### config.mk
export PLATFORM = sky130hd
export DESIGN_NAME = mac_row_stage
export DESIGN_NICKNAME = d
export VERILOG_FILES = /design/src/rtl/ode_accel_pkg.sv /design/src/rtl/mac_unit.sv /design/src/rtl/mac_row_stage.sv
export SDC_FILE = /design/constraint.sdc
export NUM_CORES = 1
export LEC_CHECK = 0
export BUFFER_PORTS_ARGS = -buffer_cell sky130_fd_sc_hd__buf_2
export CAP_MARGIN = 20
export CORE_MARGIN = 2
export CORE_UTILIZATION = 44
export CTS_BUF_LIST = sky130_fd_sc_hd__clkbuf_2 sky130_fd_sc_hd__clkbuf_4 sky130_fd_sc_hd__clkbuf_8
export CTS_CLUSTER_SIZE = 24
export DETAILED_ROUTE_END_ITERATION = 8
export PLACE_DENSITY = 0.57
export SYNTH_ARGS = -nofsm -noshare
export SYNTH_HDL_FRONTEND = slang
export SYNTH_SLANG_ARGS = --single-unit
### constraint.sdc
create_clock -name clk -period 7 [get_ports clk]
set_input_delay 0 -clock clk [delete_from_list [all_inputs] [get_ports clk]]
set_output_delay 0 -clock clk [all_outputs]
set_load 0.05 [all_outputs]
### src/rtl/ode_accel_pkg.sv
// Shared widths and FSM encodings for the ODE accelerator datapath stages.
package ode_accel_pkg;
  localparam int DATA_SIZE = 16;
  localparam int FRAC_BITS = 8;
  localparam int ACC_SIZE  = 40;

  typedef enum logic [1:0] {
    ST_IDLE  = 2'd0,
    ST_RUN   = 2'd1,
    ST_FLUSH = 2'd2
  } state_e;
endpackage

### src/rtl/mac_unit.sv
// Signed multiply, sign-extend and accumulate for one dot product.
// acc is the running sum including the current beat, so the owner can take a
// row total on the same edge that clears the register.
module mac_unit
  import ode_accel_pkg::*;
#(
  parameter int DATA_SIZE = ode_accel_pkg::DATA_SIZE,
  parameter int ACC_SIZE  = ode_accel_pkg::ACC_SIZE
) (
  input  logic                        clk,
  input  logic                        reset,
  input  logic                        clr,
  input  logic                        en,
  input  logic signed [DATA_SIZE-1:0] a,
  input  logic signed [DATA_SIZE-1:0] b,
  output logic signed [ACC_SIZE-1:0]  acc
);
  logic signed [2*DATA_SIZE-1:0] prod;
  logic signed [ACC_SIZE-1:0]    prod_ext;
  logic signed [ACC_SIZE-1:0]    acc_q;
  logic signed [ACC_SIZE-1:0]    acc_d;

  assign prod     = a * b;
  assign prod_ext = {{(ACC_SIZE-2*DATA_SIZE){prod[2*DATA_SIZE-1]}}, prod};
  assign acc      = en ? (acc_q + prod_ext) : acc_q;
  // Clear wins: the beat taken with clr is already folded into acc for the owner.
  assign acc_d    = clr ? '0 : acc;

  always_ff @(posedge clk or posedge reset) begin
    if (reset) acc_q <= '0;
    else       acc_q <= acc_d;
  end
endmodule

### src/rtl/mac_row_stage.sv
// Row-by-row matrix-vector MAC stage: accumulates N_COLS products per row and
// reports each row as a saturated fixed-point result one cycle after its last beat.
module mac_row_stage
  import ode_accel_pkg::*;
#(
  parameter int DATA_SIZE = ode_accel_pkg::DATA_SIZE,
  parameter int FRAC_BITS = ode_accel_pkg::FRAC_BITS,
  parameter int N_COLS    = 4,
  parameter int N_ROWS    = 4,
  parameter int ACC_SIZE  = ode_accel_pkg::ACC_SIZE,
  localparam int CW       = (N_COLS > 1) ? $clog2(N_COLS) : 1,
  localparam int RW       = (N_ROWS > 1) ? $clog2(N_ROWS) : 1
) (
  input  logic                 clk,
  input  logic                 reset,
  input  logic                 start,
  input  logic                 in_valid,
  input  logic [DATA_SIZE-1:0] data_mat,
  input  logic [DATA_SIZE-1:0] data_vec,
  output logic                 fetch_enable,
  output logic                 finished_one_row,
  output logic                 final_done,
  output logic [DATA_SIZE-1:0] row_result,
  output logic                 row_result_valid,
  output logic [RW-1:0]        row_index,
  output logic                 busy
);
  localparam logic signed [ACC_SIZE-1:0] SAT_MAX =
    {{(ACC_SIZE-DATA_SIZE+1){1'b0}}, {(DATA_SIZE-1){1'b1}}};
  localparam logic signed [ACC_SIZE-1:0] SAT_MIN =
    {{(ACC_SIZE-DATA_SIZE+1){1'b1}}, {(DATA_SIZE-1){1'b0}}};

  state_e               state_q, state_d;
  logic [CW-1:0]        col_q, col_d;
  logic [RW-1:0]        row_q, row_d;
  logic [DATA_SIZE-1:0] result_q, result_d;
  logic [RW-1:0]        index_q, index_d;
  logic                 rvalid_q, final_q;

  logic                       beat, last_col, last_row;
  logic signed [ACC_SIZE-1:0] acc_sum, shifted;
  logic [DATA_SIZE-1:0]       sat_val;

  assign beat     = (state_q == ST_RUN) && in_valid;
  assign last_col = beat && (col_q == CW'(N_COLS-1));
  assign last_row = (row_q == RW'(N_ROWS-1));

  mac_unit #(.DATA_SIZE(DATA_SIZE), .ACC_SIZE(ACC_SIZE)) u_mac (
    .clk   (clk),
    .reset (reset),
    .clr   (((state_q == ST_IDLE) && start) || last_col),
    .en    (beat),
    .a     (data_mat),
    .b     (data_vec),
    .acc   (acc_sum)
  );

  assign shifted = acc_sum >>> FRAC_BITS;

  always_comb begin
    sat_val = shifted[DATA_SIZE-1:0];
    if (shifted > SAT_MAX)      sat_val = SAT_MAX[DATA_SIZE-1:0];
    else if (shifted < SAT_MIN) sat_val = SAT_MIN[DATA_SIZE-1:0];
  end

  always_comb begin
    state_d  = state_q;
    col_d    = col_q;
    row_d    = row_q;
    result_d = last_col ? sat_val : result_q;
    index_d  = last_col ? row_q : index_q;
    case (state_q)
      ST_IDLE: begin
        if (start) begin
          state_d = ST_RUN;
          col_d   = '0;
          row_d   = '0;
        end
      end
      ST_RUN: begin
        if (last_col) begin
          col_d = '0;
          if (last_row) begin
            row_d   = '0;
            state_d = ST_FLUSH;
          end else begin
            row_d = row_q + 1'b1;
          end
        end else if (beat) begin
          col_d = col_q + 1'b1;
        end
      end
      ST_FLUSH: state_d = ST_IDLE;
      default:  state_d = ST_IDLE;
    endcase
  end

  always_ff @(posedge clk or posedge reset) begin
    if (reset) begin
      state_q  <= ST_IDLE;
      col_q    <= '0;
      row_q    <= '0;
      result_q <= '0;
      index_q  <= '0;
      rvalid_q <= 1'b0;
      final_q  <= 1'b0;
    end else begin
      state_q  <= state_d;
      col_q    <= col_d;
      row_q    <= row_d;
      result_q <= result_d;
      index_q  <= index_d;
      rvalid_q <= last_col;
      final_q  <= last_col && last_row;
    end
  end

  assign fetch_enable     = (state_q == ST_RUN);
  assign busy             = (state_q != ST_IDLE);
  assign row_result       = result_q;
  assign row_result_valid = rvalid_q;
  assign finished_one_row = rvalid_q;
  assign final_done       = final_q;
  assign row_index        = index_q;
endmodule

# --- After elaboration in Yosys (flattened, before gate mapping) ---
# Cells that the tools add are included.
classes:
  eq_ne: 7
  n_mux: 15
  n_mul: 1
  n_reduce_logical: 12
  magnitude_cmp: 2
  add_sub_neg: 3
ops:
  columns: ["cell", "n"]
  rows:
  - ["$mux 40", 2]
  - ["$add 40x32->40", 1]
  - ["$gt 32x16->1 const B", 1]
  - ["$lt 32x16->1 const B", 1]
  - ["$mul 16x16->32", 1]
  - ["$mux 16", 2]
  - ["$mux 2", 8]
  - ["$pmux 2 s2", 3]
  - ["$reduce_and 3->1", 3]
  - ["$reduce_bool 2->1", 3]
  - ["$add 2x1->2 const B", 2]
  - ["$eq 2x2->1 const B", 2]
  - ["$logic_and 1x1->1", 4]
  - ["$ne 2x1->1 const B", 2]
  - ["$ne 3x1->1 const B", 1]
  - ["$eq 2x1->1 const B", 1]
  - ["$logic_not 2->1", 1]
  - ["$ne 2x2->1 const B", 1]
  - ["$logic_or 1x1->1", 1]
word_totals:
  out_inout_bits: 23
  ff_bits: 66
  inputBits: 36
  wordCells: 49

# --- Depth between registers and ports, before layout ---
depth:
  ltp_word: 6
  mapped_depth: 28
  ltp_nobuf: 26

# --- Cells and area by module ---
# Synthesis repeated with hierarchy kept, for this count alone.
hier_totals:
  cells_unflattened: 1624
  area_unflattened_um2: 15352.2
by_module_without_submodules:
  columns: ["module", "instances", "area_each_um2", "seq_area_each_um2", "cells_each"]
  rows:
  - ["mac_unit", 1, 14183.6, 1001.0, 1528]
  - ["mac_row_stage", 1, 1168.6, 650.6, 96]

# --- Worst setup path after synthesis ---
# Ideal clock, no wire load.
synth_timing:
  kind: "input to register"
  startpoint: "input data_mat[15]"
  endpoint: "register result_q[1] (netlist: row_result[1])"
  path_buffers: 2
  arrival_ps: 6465
  cell_stages: 26
  setup_slack_ps: 455
  required_ps: 6920
  setup_ps: 80
  path_cell_list: "clkbuf_1 -> nand2_1 -> inv_1 -> fa_1 -> fa_1 -> inv_1 -> fa_1 -> inv_1 -> fa_1 -> fa_1 -> inv_1 -> fa_1 -> inv_1 -> ha_1 -> a21oi_2 -> nand2_1 -> or3_1 -> o21ba_4 -> xnor2_1 -> o31a_1 -> a2111oi_2 -> and4bb_1 -> nand4b_1 -> o21ba_4 -> buf_6 -> o22ai_2"
synth_between:
  elab_chain_cells: 6
  elab_cells_between_ends: 7
  cone_classes: "add/sub: 1; mul: 1; order compare: 2; mux: 3"
synth_rtl:
  columns: ["item", "line_no", "rtl"]
  rows:
  - ["from (decl)", "mac_row_stage.sv:18", "input logic [DATA_SIZE-1:0] data_mat,"]
  - ["$mul 16x16->32 *", "mac_unit.sv:23", "assign prod = a * b;"]
  - ["$add 40x32->40 *", "mac_unit.sv:25", "assign acc = en ? (acc_q + prod_ext) : acc_q;"]
  - ["$mux 40 *", "mac_unit.sv:25", null]
  - ["$lt 32x16->1", "mac_row_stage.sv:63", "else if (shifted < SAT_MIN) sat_val = SAT_MIN[DATA_SIZE-1:0];"]
  - ["$mux 16", "mac_row_stage.sv:63", null]
  - ["$mux 16 *", "mac_row_stage.sv:62", "if (shifted > SAT_MAX) sat_val = SAT_MAX[DATA_SIZE-1:0];"]
  - ["to (signal assigned)", "mac_row_stage.sv:111", "result_q <= result_d;"]
  - ["to (decl)", "mac_row_stage.sv:36", "logic [DATA_SIZE-1:0] result_q, result_d;"]
# Every way passes the cells marked *; elsewhere a longest branch is shown, timed or not. The select of a mux whose other input is x is not followed.
# A chain may end at the register's enable or synchronous reset.

# --- Worst setup path in the final report ---
layout_timing:
  startpoint: "input data_vec[2]"
  endpoint: "register result_q[14] (netlist: row_result[14])"
layout_between:
  elab_chain_cells: 6
  elab_cells_between_ends: 7
  cone_classes: "add/sub: 1; mul: 1; order compare: 2; mux: 3"
layout_rtl:
  columns: ["item", "line_no", "rtl"]
  rows:
  - ["from (decl)", "mac_row_stage.sv:19", "input logic [DATA_SIZE-1:0] data_vec,"]
  - ["$mul 16x16->32 *", "mac_unit.sv:23", null]
  - ["$add 40x32->40 *", "mac_unit.sv:25", null]
  - ["$mux 40 *", "mac_unit.sv:25", null]
  - ["$lt 32x16->1", "mac_row_stage.sv:63", null]
  - ["$mux 16", "mac_row_stage.sv:63", null]
  - ["$mux 16 *", "mac_row_stage.sv:62", null]
# Marks and branches as above.

==> flow_summary.json <==
{
  "synth_area_leader_cell": "fa_1",
  "die_w_um": 193,
  "clk_latency_ps": 350,
  "synth_nets": 2184,
  "htree_levels": 3,
  "ys_types": 70,
  "ant_nets": 0,
  "fin_crit_sh_pct": 95.1,
  "worstMarginPinSlew_ps": 856,
  "vias": 11000,
  "drt_iter0_markers": 503,
  "status": "finished, final reports clean",
  "start_util_pct": 44.3,
  "portBuffers": 58,
  "synthArstFlopShare_pct": 100,
  "cts_sinks": 66,
  "worstPathRequired_ps": 7250,
  "synthesis.area_um2": 15700,
  "reg2reg_setup_slack_ps": 910,
  "grt_pass1_vias": 11800,
  "end_kind": "flop",
  "synth_warnings": 0,
  "synth-seq-cells": 66,
  "drcViolationCount": 0,
  "syn_area_per_cell_um2": 9.20,
  "dp_slack_ps": 30.9,
  "path_max_fanout": 16,
  "synth_area_leaders": "fa_1 42%, dfrtp_1 11%, inv_1 10%",
  "finalWorstSetupSlack_ps": 346,
  "area_delta_synth_final_pct": 7.02,
  "hold_class": "in2reg",
  "regToRegEndpoint": "row_result[14]",
  "die_area_um2": 37100,
  "nets": 2228,
  "min_period_ps": 6650,
  "crit_type": "in2reg",
  "setup_tns_ps": 0,
  "synth_seq_area_share_pct": 10.5,
  "crit_path_start_kind": "primary input",
  "n_antenna_cell": 0,
  "place.gp.congestion": 0.890,
  "drv_slew": 0,
  "dp_hpwl_um": 31200,
  "cp.arrival_ps": 6910,
  "wire_per_inst_um": 16.6,
  "synthCells": 1701,
  "min_to": "state_q[0]",
  "cts_tree": "done",
  "synthDominantCellAreaShare_pct": 42.2,
  "fp-row-count": 69,
  "viasPerCell": 4.98,
  "finalSetupViolations": 0,
  "drtPass1Iterations": 4,
  "critical-path-max-stage-delay_ps": 590,
  "hp-start": "start",
  "pin_count": 59,
  "whs_path_depth": 4,
  "clock_path_buffers": 2,
  "rr_worst_depth": 22,
  "skew_ps": 11.1,
  "synthFlopType": "dfrtp_1",
  "die_h_um": 193,
  "maxCapViolations": 0,
  "wl_um": 36700,
  "gr-total-overflow": 0,
  "synth_edf_count": 0,
  "grt_max_degree": 67,
  "hold_viol": 0,
  "final_layout_size_suffix_gt1_share_pct": 8.58,
  "timing.fmax_mhz": 150,
  "crit_family": "adder cells",
  "grt_pass1_wl_um": 63400,
  "rr_startpoint": "u_mac.acc_q[15]",
  "slew_headroom_pct": 42.9,
  "cts_made_buffers": 9,
  "crit_slowest_cell": "fa_1",
  "antenna_found_initial": 0,
  "cts_root_buffer": "clkbuf_8",
  "grtUsageTotal_pct": 21.6,
  "cts-resized-gates": 0,
  "fill_cells": 3442,
  "crit_top_cell": "fa_1",
  "worst-path-buf-inv": 6,
  "rsz0062_at_grt": "no",
  "cts.clk_slew.worst_paths_ps": 70,
  "core-area_um2": 35300
}
==> tightest hold or removal path: cells and delay by family <==
| kind | cells | cell delay, ps |
|---|---|---|
| AO/OA/AOI/OAI | 1 | 150 |
| buffers and inverters | 2 | 130 |
| AND/OR/NAND/NOR | 1 | 60 |
==> layout make-up <==
type                            count  area [um2]  area share (%)
Multi-Input combinational cell   1158       12200            72.6
Sequential cell                    66        1650            9.86
Inverter                          418        1570            9.36
Tap cell                          461         577            3.44
Timing Repair Buffer               92         573            3.42
Clock buffer                       10         138           0.821
Clock inverter                      5        78.8           0.470
==> routing by layer <==
metal / track usage [%] / share of wire, % / vias up
li1: - / - / 5216
met1: 33.8 / 51 / 5552
met2: 33.0 / 44 / 206
met3: 2.27 / 4.1 / 26
met4: 2.85 / 0.92 / 0
met5: 0 / 0 / -
==> per-stage QoR <==
| stage | area (um2) | utilization [%] | instances | hold WS (ps) |
|---|---|---|---|---|
| finish | 16800 | 47.5 | 2210 | 43.9 |
| floorplan | 15700 | - | 1701 | 263 |
| detailed placement | 16500 | 46.8 | 2194 | 310 |
| CTS | 16800 | 47.5 | 2210 | 33.8 |
| global route | 16800 | 47.5 | 2210 | 90.8 |
| global placement | 16500 | 46.8 | 2194 | 303 |
==> placed cells by master (no fill, tap or decap), types with 4 or more instances in the layout <==
cell type,count
a211oi_1,8
a21o_1,16
a21oi_1,55
a21oi_2,4
a22o_1,8
and2_1,121
and3_1,4
buf_2,58
buf_4,31
clkbuf_8,10
dfrtp_1,66
fa_1,330
ha_1,117
inv_1,417
mux2i_1,6
nand2_1,179
nand2b_1,8
nand3_1,12
nand4_1,13
nor2_1,88
nor2b_1,10
nor3_1,9
o211ai_1,5
o21a_1,7
o21ai_0,32
o21ai_1,10
o21bai_1,4
o22ai_1,6
o22ai_2,11
or2_2,9
xnor2_1,28
xor2_1,10
==> registers in the layout, summed over array words and instances, names as in the netlist <==
register and count:
u_mac.acc_q 40, row_index 2, row_q 2, final_done 1
row_result 16, finished_one_row 1, col_q 2, state_q 2
==> logic make-up (layout without fill, tap and decap cells) <==
group	Yosys count	after routing	share of synthesized area, %
adder cells (fa/ha/maj)	447	447	51.5
AO/OA/AOI/OAI	200	200	9.17
buffers and inverters	477	525	11.7
AND/OR/NAND/NOR	464	464	14.3
multiplexers	9	9	0.615
XOR/XNOR	38	38	2.13
flip-flops	66	66	10.5
==> timing repair <==
action                    4_1_cts  5_1_grt
hold buffers                    1        0
buffers inserted                0        0
hold endpoints to repair       66        0
==> synthesized netlist by cell type (5+ instances only) <==
master,number
inv_1,418
fa_1,330
mux2i_1,6
and2_1,120
nand2_1,179
a211oi_1,8
or2_2,9
ha_1,117
a21o_1,16
xnor2_1,28
o22ai_2,11
clkbuf_1,46
nor2_1,88
a21oi_1,55
nor3_1,9
o211ai_1,5
buf_1,5
dfrtp_1,66
xor2_1,10
o21a_1,7
a22o_1,8
nand2b_1,8
o21ai_1,10
nand4_1,13
nand3_1,12
nor2b_1,10
o21ai_0,32
o22ai_1,6
==> worst max path at each step <==
stage | endpoint | from | cells past startpoint
final | row_result[14] | data_vec[2] | 25
after global placement | row_result[0] | data_vec[2] | 25
after detailed placement | row_result[13] | data_vec[2] | 25
after floorplan | row_result[1] | data_mat[15] | 26
after CTS | row_result[14] | data_vec[2] | 25
after global routing | row_result[11] | data_vec[7] | 24
Power is left out: the tool's default activity adds up to more than one toggle a clock period on the data nets, which glitch-free logic cannot reach.
